--- src/rtl/pe_frac_pkg.sv ---
// Shared types and position-code helpers for the 16b_frac PE fraction datapath.
// Used by the priority decoder and by the encoder-side checkers.
package pe_frac_pkg;

  localparam int WIDTH = 20;
  localparam int POS_W = $clog2(WIDTH + 1);

  typedef logic [WIDTH-1:0] frac_t;
  typedef logic [POS_W-1:0] pos_t;

  typedef struct packed {
    frac_t onehot;
    frac_t mask;
    pos_t  shamt;
    logic  zero;
    logic  err;
  } side_t;

  // Code k in 1..WIDTH marks bit k-1; code 0 and error codes give no bit.
  function automatic frac_t pos2onehot(input pos_t pos);
    frac_t oh;
    oh = '0;
    for (int i = 0; i < WIDTH; i++) begin
      if (int'(pos) == i + 1) begin
        oh[i] = 1'b1;
      end else begin
        oh[i] = 1'b0;
      end
    end
    return oh;
  endfunction

  function automatic frac_t pos2mask(input pos_t pos);
    frac_t m;
    m = '0;
    for (int i = 0; i < WIDTH; i++) begin
      if ((int'(pos) > i + 1) && (int'(pos) <= WIDTH)) begin
        m[i] = 1'b1;
      end else begin
        m[i] = 1'b0;
      end
    end
    return m;
  endfunction

  function automatic logic pos_is_err(input pos_t pos);
    return (int'(pos) > WIDTH);
  endfunction

  function automatic pos_t pos2shamt(input pos_t pos);
    pos_t sh;
    if ((pos == pos_t'(0)) || pos_is_err(pos)) begin
      sh = pos_t'(0);
    end else begin
      sh = pos_t'(WIDTH) - pos;
    end
    return sh;
  endfunction

endpackage

--- src/rtl/shl_barrel_20.sv ---
// Five-level logarithmic left shifter; bits pushed past the MSB are dropped.
module shl_barrel_20
  import pe_frac_pkg::*;
(
  input  frac_t data_i,
  input  pos_t  shamt_i,
  output frac_t data_o
);

  frac_t lvl_s [POS_W+1];

  assign lvl_s[0] = data_i;

  for (genvar g = 0; g < POS_W; g++) begin : g_lvl
    assign lvl_s[g+1] = shamt_i[g] ? (lvl_s[g] << (32'd1 << g)) : lvl_s[g];
  end

  assign data_o = lvl_s[POS_W];

endmodule

--- src/rtl/priority_dec_20.sv ---
// Two-stage valid/ready priority decoder: position code + fraction in, one-hot,
// below-mask, shift amount and normalized fraction out.
module priority_dec_20
  import pe_frac_pkg::*;
(
  input  logic             clk,
  input  logic             rst_n,
  input  logic             in_valid,
  output logic             in_ready,
  input  logic [POS_W-1:0] in_pos,
  input  logic [WIDTH-1:0] in_data,
  output logic             out_valid,
  input  logic             out_ready,
  output logic [WIDTH-1:0] out_onehot,
  output logic [WIDTH-1:0] out_mask,
  output logic [POS_W-1:0] out_shamt,
  output logic [WIDTH-1:0] out_norm,
  output logic             out_zero,
  output logic             out_err
);

  logic  s1_valid_q, s1_valid_d;
  frac_t s1_data_q,  s1_data_d;
  side_t s1_side_q,  s1_side_d;
  logic  s2_valid_q, s2_valid_d;
  frac_t s2_norm_q,  s2_norm_d;
  side_t s2_side_q,  s2_side_d;

  logic  s2_load_s;
  logic  in_ready_s;
  side_t in_side_s;
  frac_t shifted_s;

  // Handshake: S2 frees when empty or drained, S1 moves whenever S2 takes it.
  always_comb begin
    s2_load_s  = !s2_valid_q || out_ready;
    in_ready_s = !s1_valid_q || s2_load_s;
  end

  // Decode the incoming position code into side-band fields.
  always_comb begin
    in_side_s.onehot = pos2onehot(in_pos);
    in_side_s.mask   = pos2mask(in_pos);
    in_side_s.shamt  = pos2shamt(in_pos);
    in_side_s.zero   = (in_pos == pos_t'(0));
    in_side_s.err    = pos_is_err(in_pos);
  end

  shl_barrel_20 u_shl (
    .data_i  (s1_data_q),
    .shamt_i (s1_side_q.shamt),
    .data_o  (shifted_s)
  );

  // Stage 1 next state: capture a beat whenever the stage is free.
  always_comb begin
    s1_valid_d = s1_valid_q;
    s1_data_d  = s1_data_q;
    s1_side_d  = s1_side_q;
    if (in_ready_s) begin
      s1_valid_d = in_valid;
      if (in_valid) begin
        s1_data_d = in_data;
        s1_side_d = in_side_s;
      end else begin
        s1_data_d = s1_data_q;
        s1_side_d = s1_side_q;
      end
    end else begin
      s1_valid_d = s1_valid_q;
    end
  end

  // Stage 2 next state: error beats carry a cleared fraction.
  always_comb begin
    s2_valid_d = s2_valid_q;
    s2_norm_d  = s2_norm_q;
    s2_side_d  = s2_side_q;
    if (s2_load_s) begin
      s2_valid_d = s1_valid_q;
      if (s1_valid_q) begin
        s2_side_d = s1_side_q;
        if (s1_side_q.err) begin
          s2_norm_d = '0;
        end else begin
          s2_norm_d = shifted_s;
        end
      end else begin
        s2_norm_d = s2_norm_q;
        s2_side_d = s2_side_q;
      end
    end else begin
      s2_valid_d = s2_valid_q;
    end
  end

  // Pipeline registers; reset empties both stages and clears all data.
  always_ff @(posedge clk or negedge rst_n) begin
    if (!rst_n) begin
      s1_valid_q <= 1'b0;
      s1_data_q  <= '0;
      s1_side_q  <= '0;
      s2_valid_q <= 1'b0;
      s2_norm_q  <= '0;
      s2_side_q  <= '0;
    end else begin
      s1_valid_q <= s1_valid_d;
      s1_data_q  <= s1_data_d;
      s1_side_q  <= s1_side_d;
      s2_valid_q <= s2_valid_d;
      s2_norm_q  <= s2_norm_d;
      s2_side_q  <= s2_side_d;
    end
  end

  assign in_ready   = in_ready_s;
  assign out_valid  = s2_valid_q;
  assign out_onehot = s2_side_q.onehot;
  assign out_mask   = s2_side_q.mask;
  assign out_shamt  = s2_side_q.shamt;
  assign out_norm   = s2_norm_q;
  assign out_zero   = s2_side_q.zero;
  assign out_err    = s2_side_q.err;

endmodule

--- config.mk ---
export PLATFORM = sky130hd
export DESIGN_NAME = priority_dec_20
export DESIGN_NICKNAME = d
export VERILOG_FILES = /design/src/rtl/pe_frac_pkg.sv /design/src/rtl/shl_barrel_20.sv /design/src/rtl/priority_dec_20.sv
export SDC_FILE = /design/constraint.sdc
export NUM_CORES = 1
export LEC_CHECK = 0
export CORE_MARGIN = 1.5
export CORE_UTILIZATION = 58
export DETAILED_ROUTE_END_ITERATION = 6
export PLACE_DENSITY = 0.85
export SYNTH_ARGS = -nofsm -noshare
export SYNTH_HDL_FRONTEND = slang
export SYNTH_SLANG_ARGS = --single-unit
export TNS_END_PERCENT = 1
--- constraint.sdc ---
create_clock -name clk -period 3.1 [get_ports clk]
set_input_delay 0.465 -clock clk [delete_from_list [all_inputs] [get_ports clk]]
set_output_delay 0.465 -clock clk [all_outputs]
set_load 0.05 [all_outputs]
* Yosys cells after proc, flatten, opt, wreduce, memory -nomap -nowiden
Index checks and enable logic that the tools add are counted.
Operators by class: $add $sub $neg 1, muxes and demuxes 47, $lt $le $gt $ge 21, reduce and logical (&&, ||, !) cells 28, equality and inequality tests 20
Operators with widths (number):
- $mux 20 | 6
- $eq 5x5->1 const B | 13
- $gt 5x4->1 const B | 8
- $mux 1 | 40
- $gt 5x5->1 const B | 5
- $eq 5x4->1 const B | 4
- $gt 5x3->1 const B | 4
- $logic_and 1x1->1 | 20
- $eq 5x3->1 const B | 2
- $gt 5x2->1 const B | 2
- $eq 5x2->1 const B | 1
- $gt 5x1->1 const B | 1
- $le 5x5->1 const B | 1
- $logic_not 5->1 | 1
- $mux 5 | 1
- $sub 5x5->5 const A | 1
- $reduce_and 2->1 | 2
- $logic_or 1x1->1 | 3
- $logic_not 1->1 | 2
Storage, ports and cells: bits in registers 136, output and inout port bits 69, word-level logic and storage cells 131, input port bits 29

* Logic depth before layout (Yosys ltp)
depth after elaboration 6, depth in mapped cells 7, mapped depth without buffers 6

* Cells and area by module
A second synthesis with hierarchy kept.
Second synthesis, totals: cells, all modules 635, area, all modules 6775.2 µm²
Modules (own cells, without submodules):
- priority_dec_20 | area an instance 5690.5 µm², times used 1, cells an instance 515
- shl_barrel_20 | area an instance 1084.8 µm², times used 1, cells an instance 120

* Worst setup path after synthesis
OpenSTA, ideal clock, no wires.
path type register to register, from register s2_valid_q, in the netlist out_valid, to register s1_data_q[10], period minus slack after synthesis 2.226 ns, cell stages (with the launch flop) 7, path buffers 2, path slack 0.874 ns, arrival time 2.160 ns, cells stage by stage dfrtp_1 > nand3b_1 > nand2_1 > buf_2 > buf_1 > nand2_1 > nand2_1
On the way: cells in the longest elaborated chain, start to end 4
Ends and longest elaborated chain:
- from (decl) | line priority_dec_20.sv:25 | logic s2_valid_q, s2_valid_d;
- from (signal assigned) | line priority_dec_20.sv:110 | s2_valid_q <= s2_valid_d;
- $logic_not 1->1 | line priority_dec_20.sv:36 | s2_load_s = !s2_valid_q || out_ready;
- $logic_or 1x1->1 | line priority_dec_20.sv:36
- $logic_or 1x1->1 | line priority_dec_20.sv:37 | in_ready_s = !s1_valid_q || s2_load_s;
- net in_ready | line priority_dec_20.sv:9 | output logic in_ready,
- $reduce_and 2->1 (no line)
- to (signal assigned) | line priority_dec_20.sv:108 | s1_data_q <= s1_data_d;
- to (decl) | line priority_dec_20.sv:23 | frac_t s1_data_q, s1_data_d;
The timed path passes the listed nets, and every way through them passes these cells. A chain may end at the register's enable or synchronous reset.

* Final worst setup path
from register s1_valid_q, to output in_ready
On the way: cells in the longest elaborated chain, start to end 2
Ends and longest elaborated chain:
- from (decl) | line priority_dec_20.sv:22 | logic s1_valid_q, s1_valid_d;
- from (signal assigned) | line priority_dec_20.sv:107 | s1_valid_q <= s1_valid_d;
- $logic_not 1->1 | line priority_dec_20.sv:37
- $logic_or 1x1->1 | line priority_dec_20.sv:37
- to (decl) | line priority_dec_20.sv:9
Every way passes these cells.

==> summary.txt <==
Run status
  – Status: complete, no violations

Floorplan
  – DIE HEIGHT: 108 µm
  – Core Rows: 38
  – I/O pin count: 98
  – Die ar.: 0.0117 mm²
  – Initial core utilization: 59.2%
  – Die width: 108 µm
  – Core area: 0.0108 mm²

Synthesis
  – Post-synth ARST share: between 90% and 100%
  – Synth area leaders: dfrtp_1 (53%), mux2_2 (10%), nand2_1 (8.0%), mux4_2 (3.2%), o21ai_0 (2.6%)
  – Ys Warns: 0
  – Post-synth EDFFs: 0
  – Post-synth top area cell: dfrtp_1
  – Distinct cell type count after synthesis: 60
  – Gate Count Post-Synth: 590
  – Synth top area share: 53.2%
  – Main flop type after synthesis: dfrtp_1
  – Seq/Total Area, Yosys: 53.2%
  – Net count after synthesis: 623
  – Post-Syn Area: 0.00639 mm²
  – #FFs+latches synth: 136
  – Synthesized area per cell: 10.8 µm²

Timing
  – Final hold slack: ~470 ps
  – Slew headroom: 48.1%
  – Slew Limit Fails: 0
  – Slew @ Worst Pin: between 700 and 800 ps
  – Setup Skew: 9.17 ps
  – Final setup fails: 0
  – Unrepaired setup endpoints after global routing: no
  – Fin. Hold Viols: 0
  – Final Worst Setup Slack: 575 ps
  – Fmax: 396 MHz
  – Final setup TNS: 0 ps
  – Post-route clock period utilization: between 80% and 90%
  – Minimum clock period: 2520 ps

Finish
  – Filler cells: approximately 740
  – Diode count: 0
  – Post-route insts no fill: about 840
  – NumNets Final: slightly above 700
  – Area Growth Syn to Fin: 26.9%
  – Layout cells sized above 1: 18.0%

Critical path
  – Max Fanout on Critical Path: 9
  – Setup CP Type: reg2out
  – CP Data Required Time: 2630 ps
  – Nature of the critical path endpoint: output pin
  – WP data arrival: 2060 ps
  – CP Launch Type: register

Clocking
  – Sink Count: between 100 and 150
  – Worst skew pair latency: 540 ps
  – Setup Fix Bufs, Post-CTS: 0
  – H-tree levels: 4
  – Num CTS Buffers: 17
  – CTS-repair resized insts: 0
  – Hold-fix buffers at CTS: 1
  – Reg clk slew, reported paths: 60 ps
  – Max clock buf depth: 2
  – CTS root buf: clkbuf_8
  – CTS tree: done

Min path
  – Hold/Removal Path Class: in2reg

Placement
  – Number of buffers added on ports: 97
  – Place WS: roughly 660 ps
  – DP Cell Count: 804
  – Placer's final routability congestion estimate: 0.884
  – DP HPWL: approximately 10 mm

Power
  – PwrDens: 736 mW/mm²
  – Switching Fraction: between 30% and 40%
  – Clk pwr share: 32.9%
  – Leak pwr: approximately 3.7 nW
  – Switching pwr: a little over 0.002 W
  – Max VDD drop: 0.372 mV
  – Comb pwr share: 29.6%
  – Cell-internal power: 0.00391 W
  – Reg power frac: between 30% and 40%

Global route
  – Global-route wire length before repair: 25.3 mm
  – Largest net degree at the start of global routing: 62
  – Initial antenna violation count: 0
  – Total gr overflow: 0
  – Met1 usage: between 40% and 50%
  – Vias in the first global route: 4841
  – Gr usage total: 28.4%
  – GR Util met2: 43.7%
  – Gr busiest metal: met2
  – Met3 usage: 5.30%

Detailed routing
  – Routed wire length: approximately 16 mm
  – Total number of vias: around 5000
  – Routed len/inst: 18.8 µm
  – DRC viols: 0
  – Via/cell ratio: 6.00
  – Post-route ant nets: 0
  – Drt first pass iters: 5
  – Initial drt markers: just under 400

Job
  – Max cap viols: 0
==> area by class of cell <==
| type | instances | area [µm²] | area share (%) |
|---|---|---|---|
| Sequential cell | 136 | 3400 | 41.9 |
| Multi-Input combinational cell | 404 | 2770 | 34.2 |
| Timing Repair Buffer | 119 | 1160 | 14.3 |
| Clock buffer | 21 | 459 | 5.66 |
| Tap cell | 140 | 175 | 2.16 |
| Clock inverter | 10 | 119 | 1.47 |
| Inverter | 6 | 22.5 | 0.278 |
==> critical path, cell delays in order, from the launching register on <==
cell and delay [ps]:
dfrtp_1 480, nand3b_1 210, clkdlybuf4s50_1 830
==> cell usage in the layout (no fill, tap or decap), drive strengths merged, types with 8 or more instances in the layout <==
cell type        n
nand2          137
dfrtp          136
clkdlybuf4s50   96
mux2            59
o21ai           35
nor2            22
buf             22
clkbuf          21
mux2i           15
mux4            13
o31ai           12
nor3            11
nand4           10
nand3           10
nand2b           8
==> routing by layer <==
| layer | wire length [µm] | vias to the layer above |
|---|---|---|
| met5 | 0 | - |
| li1 | - | 2274 |
| met1 | 7010 | 2502 |
| met2 | 7510 | 209 |
| met4 | 272 | 0 |
| met3 | 943 | 32 |
==> worst paths after layout <==
path,from,cells past startpoint,slack (ps),end
max,s1_valid_q$_DFFE_PN0P_,2,580,in_ready
min,in_data[6],3,470,s1_data_q[6]$_DFFE_PN0P_
max reg2reg,s1_side_q[2]$_DFFE_PN0P_,5,610,out_norm[18]$_DFFE_PN0P_
min reg2reg,s1_side_q[24]$_DFFE_PN0P_,1,480,s1_side_q[24]$_DFFE_PN0P_
max in group asynchronous,rst_n,3,1800,s1_side_q[39]$_DFFE_PN0P_
min in group asynchronous,rst_n,2,480,s1_side_q[20]$_DFFE_PN0P_
==> metrics by stage <==
stage,util (%),total power (W),instance area [µm²]
floorplan,-,0.00340,6390
global placement,69.7,0.00396,7520
detailed placement,69.7,0.00401,7520
CTS,75.2,0.00597,8110
global route,75.2,0.00619,8110
finish,75.2,0.00597,8110
==> sequential cells by signal (all words and copies together) (netlist names) <==
register,cells
s1_side_q,47
out_shamt,5
s1_valid_q,1
out_norm,20
out_err,1
out_zero,1
out_mask,20
out_valid,1
s1_data_q,20
out_onehot,20
==> logic make-up after synthesis <==
group | share of synthesized area, %
simple gates | 15.2
flops | 53.2
buf+inv | 3.46
mux | 17.6
xor+xnor | 0.274
fa+ha+maj | 0.783
compound gates | 9.43
==> power groups by stage <==
| stage | registers (W) | logic [W] | clock network, W |
|---|---|---|---|
| global placement | 0.00224 | 0.00172 | 0 |
| finish | 0.00224 | 0.00177 | 0.00197 |
| floorplan | 0.00274 | 0.000652 | 0 |
| detailed placement | 0.00226 | 0.00175 | 0 |
| CTS | 0.00223 | 0.00177 | 0.00197 |
| global route | 0.00227 | 0.00187 | 0.00205 |
==> Yosys cell counts (all sizes together), types with 2 or more instances <==
cell,n
mux2i,15
xnor2,2
o21ai,35
mux2,59
dfrtp,136
a2bb2oi,2
o41ai,2
a21oi,7
or3,3
ha,4
a211oi,4
o31ai,12
nor3b,2
mux4,13
buf,15
and3,3
and2,2
a21boi,2
nor2,22
inv,5
nand2,137
o22ai,4
nand3b,3
nand2b,8
clkbuf,29
a22o,3
nor3,11
nand3,10
nand4,10
a221o,2
o21a,4
nor2b,4
Note: power is estimated with default switching activity, not from simulation.
